## config.mk

```make
export PLATFORM = sky130hd
export DESIGN_NAME = ucode_seq
export DESIGN_NICKNAME = d
export VERILOG_FILES = /design/src/rtl/alu_types.sv /design/src/rtl/ucode_seq_pkg.sv /design/src/rtl/alu.sv /design/src/rtl/ucode_ram.sv /design/src/rtl/ucode_seq.sv
export SDC_FILE = /design/constraint.sdc
export NUM_CORES = 1
export LEC_CHECK = 0
export CAP_MARGIN = 15
export CELL_PAD_IN_SITES_DETAIL_PLACEMENT = 1
export CELL_PAD_IN_SITES_GLOBAL_PLACEMENT = 1
export CORE_ASPECT_RATIO = 0.75
export CORE_MARGIN = 8
export CORE_UTILIZATION = 57
export CTS_BUF_LIST = sky130_fd_sc_hd__clkbuf_4 sky130_fd_sc_hd__clkbuf_8
export DETAILED_ROUTE_END_ITERATION = 10
export PLACE_DENSITY = 0.82
export SLEW_MARGIN = 20
export SYNTH_ARGS = -nofsm -noshare
export SYNTH_HDL_FRONTEND = slang
export SYNTH_SLANG_ARGS = --single-unit
```

## constraint.sdc

```tcl
create_clock -name clk -period 6.3 [get_ports clk]
set_input_delay 1.89 -clock clk [delete_from_list [all_inputs] [get_ports clk]]
set_output_delay 1.89 -clock clk [all_outputs]
set_load 0.01 [all_outputs]
```

## src/rtl/alu_types.sv

```systemverilog
// Command encoding shared by the ALU and every block that drives it.
package alu_types;
    typedef enum logic [2:0] {
        CMD_ADD  = 3'd0,
        CMD_SUB  = 3'd1,
        CMD_AND  = 3'd2,
        CMD_OR   = 3'd3,
        CMD_XOR  = 3'd4,
        CMD_SHL  = 3'd5,
        CMD_SHR  = 3'd6,
        CMD_PASS = 3'd7
    } cmd_t;
endpackage

```

## src/rtl/ucode_seq_pkg.sv

```systemverilog
// Microword layout, opcodes and sequencer states for ucode_seq.
package ucode_types;
    import alu_types::*;

    typedef enum logic [2:0] {
        OP_NOP  = 3'd0,
        OP_LDI  = 3'd1,
        OP_ALU  = 3'd2,
        OP_JZ   = 3'd3,
        OP_JMP  = 3'd4,
        OP_HALT = 3'd5
    } op_t;

    localparam int RSVD_W = 32 - $bits(op_t) - $bits(cmd_t) - 6 - 16;

    typedef struct packed {
        op_t               op;
        cmd_t              cmd;
        logic [1:0]        dst;
        logic [1:0]        sx;
        logic [1:0]        sy;
        logic [RSVD_W-1:0] rsvd;
        logic [15:0]       imm;
    } uword_t;

    typedef enum logic [1:0] {
        S_IDLE  = 2'd0,
        S_FETCH = 2'd1,
        S_EXEC  = 2'd2,
        S_DONE  = 2'd3
    } state_t;
endpackage

```

## src/rtl/alu.sv

```systemverilog
// Purely combinational 16-bit ALU; arithmetic wraps modulo 2^16.
module alu
    import alu_types::*;
(
    input  cmd_t        i_cmd,
    input  logic [15:0] i_x,
    input  logic [15:0] i_y,
    output logic [15:0] o_z,
    output logic        o_zflag
);
    always_comb begin
        o_z = '0;
        case (i_cmd)
            CMD_ADD:  o_z = i_x + i_y;
            CMD_SUB:  o_z = i_x - i_y;
            CMD_AND:  o_z = i_x & i_y;
            CMD_OR:   o_z = i_x | i_y;
            CMD_XOR:  o_z = i_x ^ i_y;
            CMD_SHL:  o_z = i_x << i_y[3:0];
            CMD_SHR:  o_z = i_x >> i_y[3:0];
            CMD_PASS: o_z = i_x;
            default:  o_z = '0;
        endcase
    end

    assign o_zflag = (o_z == 16'd0);
endmodule

```

## src/rtl/ucode_ram.sv

```systemverilog
// Single-port microprogram store: writes while idle, registered read during fetch.
module ucode_ram
    import ucode_types::*;
#(
    parameter int DEPTH = 32
) (
    input  logic                     clk,
    input  logic                     i_we,
    input  logic                     i_re,
    input  logic [$clog2(DEPTH)-1:0] i_addr,
    input  uword_t                   i_wdata,
    output uword_t                   o_rdata
);
    uword_t r_mem [DEPTH];

    // NOTE: no reset on the array or read register, so this maps onto plain RAM.
    always_ff @(posedge clk) begin
        if (i_we) r_mem[i_addr] <= i_wdata;
        if (i_re) o_rdata <= r_mem[i_addr];
    end
endmodule

```

## src/rtl/ucode_seq.sv

```systemverilog
// Microcode sequencer: fetch/execute loop over ucode_ram driving one alu.
module ucode_seq
    import ucode_types::*;
#(
    parameter  int PROG_DEPTH = 32,
    parameter  int MAX_STEPS  = 1024,
    localparam int AW         = $clog2(PROG_DEPTH),
    localparam int SW         = $clog2(MAX_STEPS)
) (
    input  logic          clk,
    input  logic          rst,
    input  logic          start,
    input  logic [15:0]   arg,
    input  logic          prog_we,
    input  logic [AW-1:0] prog_addr,
    input  uword_t        prog_data,
    output logic          busy,
    output logic          done,
    output logic [15:0]   result,
    output logic          zflag_q,
    output logic          fault
);
    state_t        r_state, w_state_next;
    logic [AW-1:0] r_pc;
    logic [15:0]   r_regs [4];
    logic          r_zf;
    logic [SW-1:0] r_steps;
    logic [15:0]   r_result;
    logic          r_fault;

    uword_t        w_ir;
    logic [AW-1:0] w_ram_addr;
    logic          w_accept;
    logic [15:0]   w_alu_z;
    logic          w_alu_zf;
    logic          w_wr_en, w_zf_en, w_halt, w_illegal, w_fault, w_end;
    logic [15:0]   w_wr_data;
    logic [16:0]   w_pc_next;

    assign w_accept   = (r_state == S_IDLE) && start;
    assign w_ram_addr = (r_state == S_IDLE) ? prog_addr : r_pc;

    ucode_ram #(.DEPTH(PROG_DEPTH)) u_ram (
        .clk     (clk),
        .i_we    (prog_we && (r_state == S_IDLE)),
        .i_re    (r_state == S_FETCH),
        .i_addr  (w_ram_addr),
        .i_wdata (prog_data),
        .o_rdata (w_ir)
    );

    alu u_alu (
        .i_cmd   (w_ir.cmd),
        .i_x     (r_regs[w_ir.sx]),
        .i_y     (r_regs[w_ir.sy]),
        .o_z     (w_alu_z),
        .o_zflag (w_alu_zf)
    );

    // Decode; the next PC is one bit wider so overrun and bad targets are caught without wrapping.
    always_comb begin
        w_wr_en   = 1'b0;
        w_wr_data = w_alu_z;
        w_zf_en   = 1'b0;
        w_halt    = 1'b0;
        w_illegal = 1'b0;
        w_pc_next = 17'(r_pc) + 17'd1;
        case (w_ir.op)
            OP_NOP:  ;
            OP_LDI:  begin w_wr_en = 1'b1; w_wr_data = w_ir.imm; end
            OP_ALU:  begin w_wr_en = 1'b1; w_zf_en = 1'b1; end
            OP_JZ:   if (r_zf) w_pc_next = {1'b0, w_ir.imm};
            OP_JMP:  w_pc_next = {1'b0, w_ir.imm};
            OP_HALT: w_halt = 1'b1;
            default: w_illegal = 1'b1;
        endcase
        // Reserved bits must be zero; anything else decodes as illegal.
        if (w_ir.rsvd != '0) w_illegal = 1'b1;
        w_fault = w_illegal ||
                  (!w_halt && ((w_pc_next >= 17'(PROG_DEPTH)) ||
                               (r_steps == SW'(MAX_STEPS - 1))));
        w_end   = w_halt || w_fault;
    end

    always_ff @(posedge clk or posedge rst) begin
        if (rst) r_state <= S_IDLE;
        else     r_state <= w_state_next;
    end

    always_comb begin
        w_state_next = r_state;
        busy         = 1'b0;
        done         = 1'b0;
        case (r_state)
            S_IDLE:  if (start) w_state_next = S_FETCH;
            S_FETCH: begin busy = 1'b1; w_state_next = S_EXEC; end
            S_EXEC:  begin busy = 1'b1; w_state_next = w_end ? S_DONE : S_FETCH; end
            S_DONE:  begin done = 1'b1; w_state_next = S_IDLE; end
            default: w_state_next = S_IDLE;
        endcase
    end

    always_ff @(posedge clk or posedge rst) begin
        if (rst) begin
            r_pc     <= '0;
            r_zf     <= 1'b0;
            r_steps  <= '0;
            r_result <= '0;
            r_fault  <= 1'b0;
            for (int i = 0; i < 4; i++) r_regs[i] <= '0;
        end else if (w_accept) begin
            r_pc      <= '0;
            r_zf      <= 1'b0;
            r_steps   <= '0;
            r_fault   <= 1'b0;
            r_regs[0] <= arg;
            for (int i = 1; i < 4; i++) r_regs[i] <= '0;
        end else if (r_state == S_EXEC) begin
            r_steps <= r_steps + 1'b1;
            if (w_wr_en) r_regs[w_ir.dst] <= w_wr_data;
            if (w_zf_en) r_zf <= w_alu_zf;
            if (!w_end)  r_pc <= w_pc_next[AW-1:0];
            if (w_fault) r_fault <= 1'b1;
            if (w_end)   r_result <= (w_wr_en && (w_ir.dst == 2'd0)) ? w_wr_data : r_regs[0];
        end
    end

    assign result  = r_result;
    assign zflag_q = r_zf;
    assign fault   = r_fault;
endmodule
```

==> impl_metrics.env, run 1 <==
export IMPL_hp_class="register to register"
export IMPL_htree_levels=4
export IMPL_clk_pin_slew_ns=0.06
export IMPL_leakagePower_nw=18.1
export IMPL_syn_avg_cell_area_um2=17.8
export IMPL_wl_mm=163
export IMPL_core_area_um2=84300
export IMPL_max_cap_violations=0
export IMPL_period_needed_ns=5.58
export IMPL_r2r_end="r_regs[61]"
export IMPL_hold_slack_ns=0.530
export IMPL_drive_gt1_frac=0.249
export IMPL_grt_overflow=0
export IMPL_yosys_area_top_type="edfxtp_1"
export IMPL_worstSetupStartpointType="register"
export IMPL_arrival_ns=6.32
export IMPL_synth_seq_cells=1155
export IMPL_r2r_start="u_ram.o_rdata[20]"
export IMPL_track_usage=0.339
export IMPL_vias=29900
export IMPL_status="finished clean"
export IMPL_crit_chain="mux4_2 -> nor2_2 -> nand3_1 -> o41ai_1 -> xnor2_1 -> ha_1 -> and4_1 -> nand2_1 -> a21oi_1 -> o221ai_1 -> and4b_1 -> o21ai_0 -> nand4_1 -> mux2_2 -> a22oi_1 -> o21ai_0"
export IMPL_syn_nets=2844
export IMPL_synthTopCellsByCount="edfxtp_1, mux4_2, nand2_1, nor2_1, a22oi_1"
export IMPL_dieArea_um2=94900
export IMPL_nNetsFinal=3043
export IMPL_drc=0
export IMPL_netlist_area_um2=48600
export IMPL_synth_edf_count=1056
export IMPL_insertion_delay_ns=0.87
export IMPL_initial_utilization=0.577
export IMPL_finalCritPeriodShare=0.886
export IMPL_cts_made_buffers=170
export IMPL_dr_pass1_iters=5
export IMPL_fin_setup_tns_ns=0
export IMPL_root_buffer="clkbuf_8"
export IMPL_grt_max_degree=88
export IMPL_seq_area_frac_synth=0.704
export IMPL_skew_ns=0.0631
export IMPL_cts_tree="built"
export IMPL_die_h_um=269
export IMPL_power_density_nw_per_um2=492
export IMPL_hold_violations=0
export IMPL_crit_end="r_regs[61]"
export IMPL_syn_to_final_growth_pct=12.6
export IMPL_synth_top_area_share=0.653
export IMPL_place_hpwl_mm=98.2
export IMPL_cts_setup_buffers=0
export IMPL_avgViaCountPerCell=7.13
export IMPL_worst_slew_pin_slew_ns=1.20
export IMPL_syn_inst=2730
export IMPL_required_ns=7.04
export IMPL_final_area_um2=54700
export IMPL_dpl_cell_area_um2=51500
export IMPL_clock_path_buffers=3
export IMPL_rr_worst_depth=16
export IMPL_io_buffer_count=76
export IMPL_gp_congestion=0.975
export IMPL_first_iter_violations=4692
export IMPL_ys_types=86
export IMPL_grt_first_pass_wirelength_mm=228
export IMPL_slew_viol_final=0
export IMPL_cpMostUsedCell="o21ai_0"
export IMPL_num_io_pins=77
export IMPL_slowest_delay_ns=0.86
export IMPL_path_max_fanout=23
export IMPL_setup_viol=0
export IMPL_reg2reg_slack_ns=0.72
export IMPL_num_fill_cells=7235
export IMPL_cp_slowest_cell="mux4_2"
export IMPL_dieWidth_um=353
export IMPL_wl_per_cell_um=38.8
export IMPL_yosysMostFrequentCell="edfxtp_1"
export IMPL_synth_area_leaders="edfxtp_1, mux4_2, dfrtp_1, a22oi_1, ha_1"
export IMPL_async_reset_ff_frac=0.0857
export IMPL_final_antenna_net_count=0
export IMPL_holdPathStages=1
export IMPL_synthFlopType="edfxtp_1"
export IMPL_cp_end_kind="register"
export IMPL_maxSlewHeadroom=0.190
export IMPL_antenna_found_initial=9
export IMPL_num_rows=92
export IMPL_grt_pass1_vias=30400
export IMPL_cts_resized_gates=0
export IMPL_hold_buffers=0
export IMPL_yosysWarnings=0
export IMPL_clock_sinks=1155
export IMPL_max_freq_ghz=0.179
export IMPL_grt_setup_unrepaired="false"
export IMPL_ir_drop_v=0.000315
export IMPL_critical_path_startpoint="u_ram.o_rdata[20]"
export IMPL_crit_type="register to register"
## cell type report
class	instances	area [µm²]	share of cell area
flip-flops and latches	1155	34200	0.625
multi-input cells	1366	13900	0.253
clock buffers	240	2910	0.0532
repair buffers	185	1820	0.0333
well taps	1128	1410	0.0258
clock inverters	60	315	0.00576
inverters	51	195	0.00357
diodes	8	20.0	0.000366
## routing by layer
| layer | vias up | global-route usage | wire (µm) |
|---|---|---|---|
| met5 | - | 0 | 29 |
| met4 | 4 | 0.103 | 4550 |
| met3 | 307 | 0.123 | 23700 |
| met2 | 2411 | 0.500 | 72200 |
| met1 | 15700 | 0.479 | 62200 |
| li1 | 11500 | - | - |
## critical path: cells and delay by family (launching register included)
kind	cells	cell delay, ns
simple gates	6	1.47
compound gates	6	1.49
flops	1	0.59
fa+ha+maj	1	0.41
mux	2	1.32
xor+xnor	1	0.14
## cells by family (layout without fill, tap and decap cells)
| logic type | count (synthesis) | count (layout) | share of synthesized area |
|---|---|---|---|
| flip-flops | 1155 | 1155 | 0.704 |
| AND/OR/NAND/NOR | 479 | 479 | 0.0462 |
| AO/OA/AOI/OAI | 438 | 438 | 0.0608 |
| multiplexers | 360 | 360 | 0.150 |
| buffers and inverters | 209 | 536 | 0.0185 |
| adder cells (fa/ha/maj) | 57 | 57 | 0.0148 |
| XOR/XNOR | 32 | 32 | 0.00616 |
| other | 0 | 8 | 0 |
## cell usage in the layout (no fill, tap or decap), types with 20 or more instances in the layout
master / n
nand2_1: 165
xnor2_1: 22
a31oi_1: 22
nor3_1: 20
edfxtp_1: 1056
mux4_2: 280
nor2_4: 40
ha_1: 55
inv_1: 46
dfrtp_1: 99
nor2_1: 114
a22oi_1: 138
a211oi_1: 27
clkbuf_4: 63
nand4_1: 34
clkbuf_8: 177
buf_4: 87
buf_12: 22
mux2i_1: 45
o21ai_0: 67
a21oi_1: 87
clkinv_1: 35
clkdlybuf4s50_1: 70
## sequential cells by signal, indices dropped and copies added, names as in the netlist
| signal | cells |
|---|---|
| fault | 1 |
| result | 16 |
| r_pc | 5 |
| r_steps | 10 |
| r_state | 2 |
| r_regs | 64 |
| u_ram.r_mem | 1024 |
| u_ram.o_rdata | 32 |
| zflag_q | 1 |
## stage by stage
stage / setup WS (ns) / power (mW) / instances / utilization
2_1_floorplan: 1.59 / 16.5 / 2730 / -
3_3_place_gp: 0.944 / 20.3 / 3885 / 0.611
3_5_place_dp: 0.888 / 20.6 / 3885 / 0.611
4_1_cts: 0.924 / 26.5 / 4185 / 0.649
5_1_grt: 0.452 / 27.7 / 4187 / 0.649
6_report: 0.720 / 26.9 / 4193 / 0.649
## power breakdown
| part | switching (mW) | internal [mW] | leakage (nW) |
|---|---|---|---|
| Sequential | 0.507 | 8.91 | 10.8 |
| Combinational | 7.27 | 4.28 | 5.53 |
| Clock | 2.96 | 2.98 | 1.72 |
## worst min-delay path by stage
stage,start,endpoint,slack (ns)
5_1_grt,result[1],result[1],0.55
2_1_floorplan,r_regs[48],r_regs[48],0.48
3_5_place_dp,result[8],result[8],0.50
6_report,result[1],result[1],0.53
3_3_place_gp,result[11],result[11],0.49
4_1_cts,result[8],result[8],0.52
(Power assumes the default switching activity.)
==> run 2, diff against run 1 <==
- ABC_AREA: unset -> 0
- CAP_MARGIN: 15 -> unset
- CORE_ASPECT_RATIO: 0.75 -> 2
==> impl_metrics.env, run 2 (synthesis gave the netlist of run 1 again) <==
export IMPL_cpMostUsedCell="a21o_1"
export IMPL_initial_utilization=0.574
export IMPL_final_antenna_net_count=0
export IMPL_mostFrequentLayoutCell="edfxtp_1"
export IMPL_required_ns=7.11
export IMPL_cts_setup_buffers=0
export IMPL_fin_setup_tns_ns=0
export IMPL_grt_first_pass_wirelength_mm=229
export IMPL_die_h_um=429
export IMPL_path_max_fanout=10
export IMPL_hold_violations=0
export IMPL_clock_path_buffers=3
export IMPL_leakagePower_nw=18.1
export IMPL_cts_made_buffers=154
export IMPL_dpl_cell_area_um2=51400
export IMPL_largest_reg_flops=1024
export IMPL_wl_per_cell_um=39.6
export IMPL_grt_max_degree=121
export IMPL_setup_slack_ns=0.724
export IMPL_period_needed_ns=5.58
export IMPL_power_density_nw_per_um2=494
export IMPL_cp_slowest_cell="edfxtp_1"
export IMPL_finalCritPeriodShare=0.885
export IMPL_drive_gt1_frac=0.242
export IMPL_grt_pass1_vias=30900
export IMPL_gp_congestion=1.02
export IMPL_largest_register="u_ram.r_mem"
export IMPL_slowest_delay_ns=0.72
export IMPL_ir_drop_v=0.000367
export IMPL_layout_common_cells="edfxtp_1, mux4_2, nand2_1, clkbuf_8, a22oi_1"
export IMPL_total_power_mw=27.0
export IMPL_clk_pin_slew_ns=0.07
export IMPL_hold_slack_ns=0.516
export IMPL_num_rows=151
export IMPL_vias=29100
export IMPL_worstSetupStartpointType="register"
export IMPL_cp_end_kind="register"
export IMPL_status="finished clean"
export IMPL_cts_tree="built"
export IMPL_maxSlewHeadroom=0.218
export IMPL_io_buffer_count=76
export IMPL_dieWidth_um=222
export IMPL_first_iter_violations=3594
export IMPL_reg_top3="u_ram.r_mem x1024, r_regs x64, u_ram.o_rdata x32"
export IMPL_core_area_um2=84600
export IMPL_htree_levels=4
export IMPL_dr_pass1_iters=5
export IMPL_clock_sinks=1155
export IMPL_num_io_pins=77
export IMPL_post_place_ws_ns=0.805
export IMPL_drc=0
export IMPL_skew_ns=0.0415
export IMPL_crit_chain="buf_4 -> mux4_2 -> clkinv_1 -> and3_1 -> nor2_1 -> xnor2_1 -> ha_1 -> a21o_1 -> a21o_1 -> o21ai_0 -> a21o_1 -> nand2_1 -> xnor2_1 -> a21oi_1 -> mux2_2 -> a22oi_1 -> o21ai_1"
export IMPL_worst_slew_pin_slew_ns=1.17
export IMPL_place_hpwl_mm=101
export IMPL_nNetsFinal=3028
export IMPL_cts_resized_gates=0
export IMPL_final_area_um2=54600
export IMPL_avgViaCountPerCell=7.07
export IMPL_syn_to_final_growth_pct=12.5
export IMPL_arrival_ns=6.38
export IMPL_hold_buffers=0
export IMPL_grt_overflow=0
export IMPL_hp_class="register to register"
export IMPL_slew_viol_final=0
export IMPL_grt_setup_unrepaired="false"
export IMPL_dieArea_um2=95400
export IMPL_wl_mm=163
export IMPL_insertion_delay_ns=0.90
export IMPL_antenna_found_initial=13
export IMPL_root_buffer="clkbuf_8"
export IMPL_max_cap_violations=0
export IMPL_setup_viol=0
export IMPL_crit_type="register to register"
export IMPL_max_freq_ghz=0.179
export IMPL_track_usage=0.344
## run 2: final cells by class
class | instances | area, µm²
Clock buffer | 191 | 2420
Antenna cell | 8 | 20.0
Fill cell | 7278 | 30000
Clock inverter | 94 | 805
Sequential cell | 1155 | 34200
Tap cell | 1071 | 1340
Inverter | 51 | 195
Multi-Input combinational cell | 1366 | 13800
Timing Repair Buffer | 186 | 1830
## run 2: worst paths after layout
path | to | startpoint | depth (start not counted) | slack (ns)
min in group asynchronous | result[0] | rst | 2 | 1.55
max | r_regs[60] | u_ram.o_rdata[20] | 17 | 0.72
min reg2reg | result[1] | result[1] | 1 | 0.52
max in group asynchronous | r_pc[1] | rst | 3 | 3.70
max reg2reg | r_regs[60] | u_ram.o_rdata[20] | 17 | 0.72
min | result[1] | result[1] | 1 | 0.52
## run 2: power by group
group          total [mW]  switching (mW)  leakage (nW)  internal, mW
Clock                6.01            3.00          1.68          3.01
Combinational        11.6            7.24          5.54          4.35
Sequential           9.39           0.490          10.8          8.90
## run 2: metrics by stage
step | utilization | cells
finish | 0.646 | 4122
global route | 0.645 | 4118
CTS | 0.646 | 4114
detailed placement | 0.608 | 3829
global placement | 0.608 | 3828
floorplan | - | 2730
## run 2: worst max-delay path, delay by kind of cell, from the launching register on
family	cells	cell delay [ns]
xor gates and xnor gates	2	0.30
DFF	1	0.72
and+or+nand+nor	3	0.49
AOI/OAI and AO/OA	7	2.04
muxes	2	1.04
adders and majority gates	1	0.38
buffers and inverters	2	0.51
## run 2: routing by layer
layer / up-vias / track usage / wire length (µm)
li1: 11500 / - / -
met1: 15000 / 0.364 / 50600
met3: 589 / 0.0678 / 12900
met4: 14 / 0.283 / 15400
met2: 1984 / 0.589 / 84300
met5: - / 0 / 90
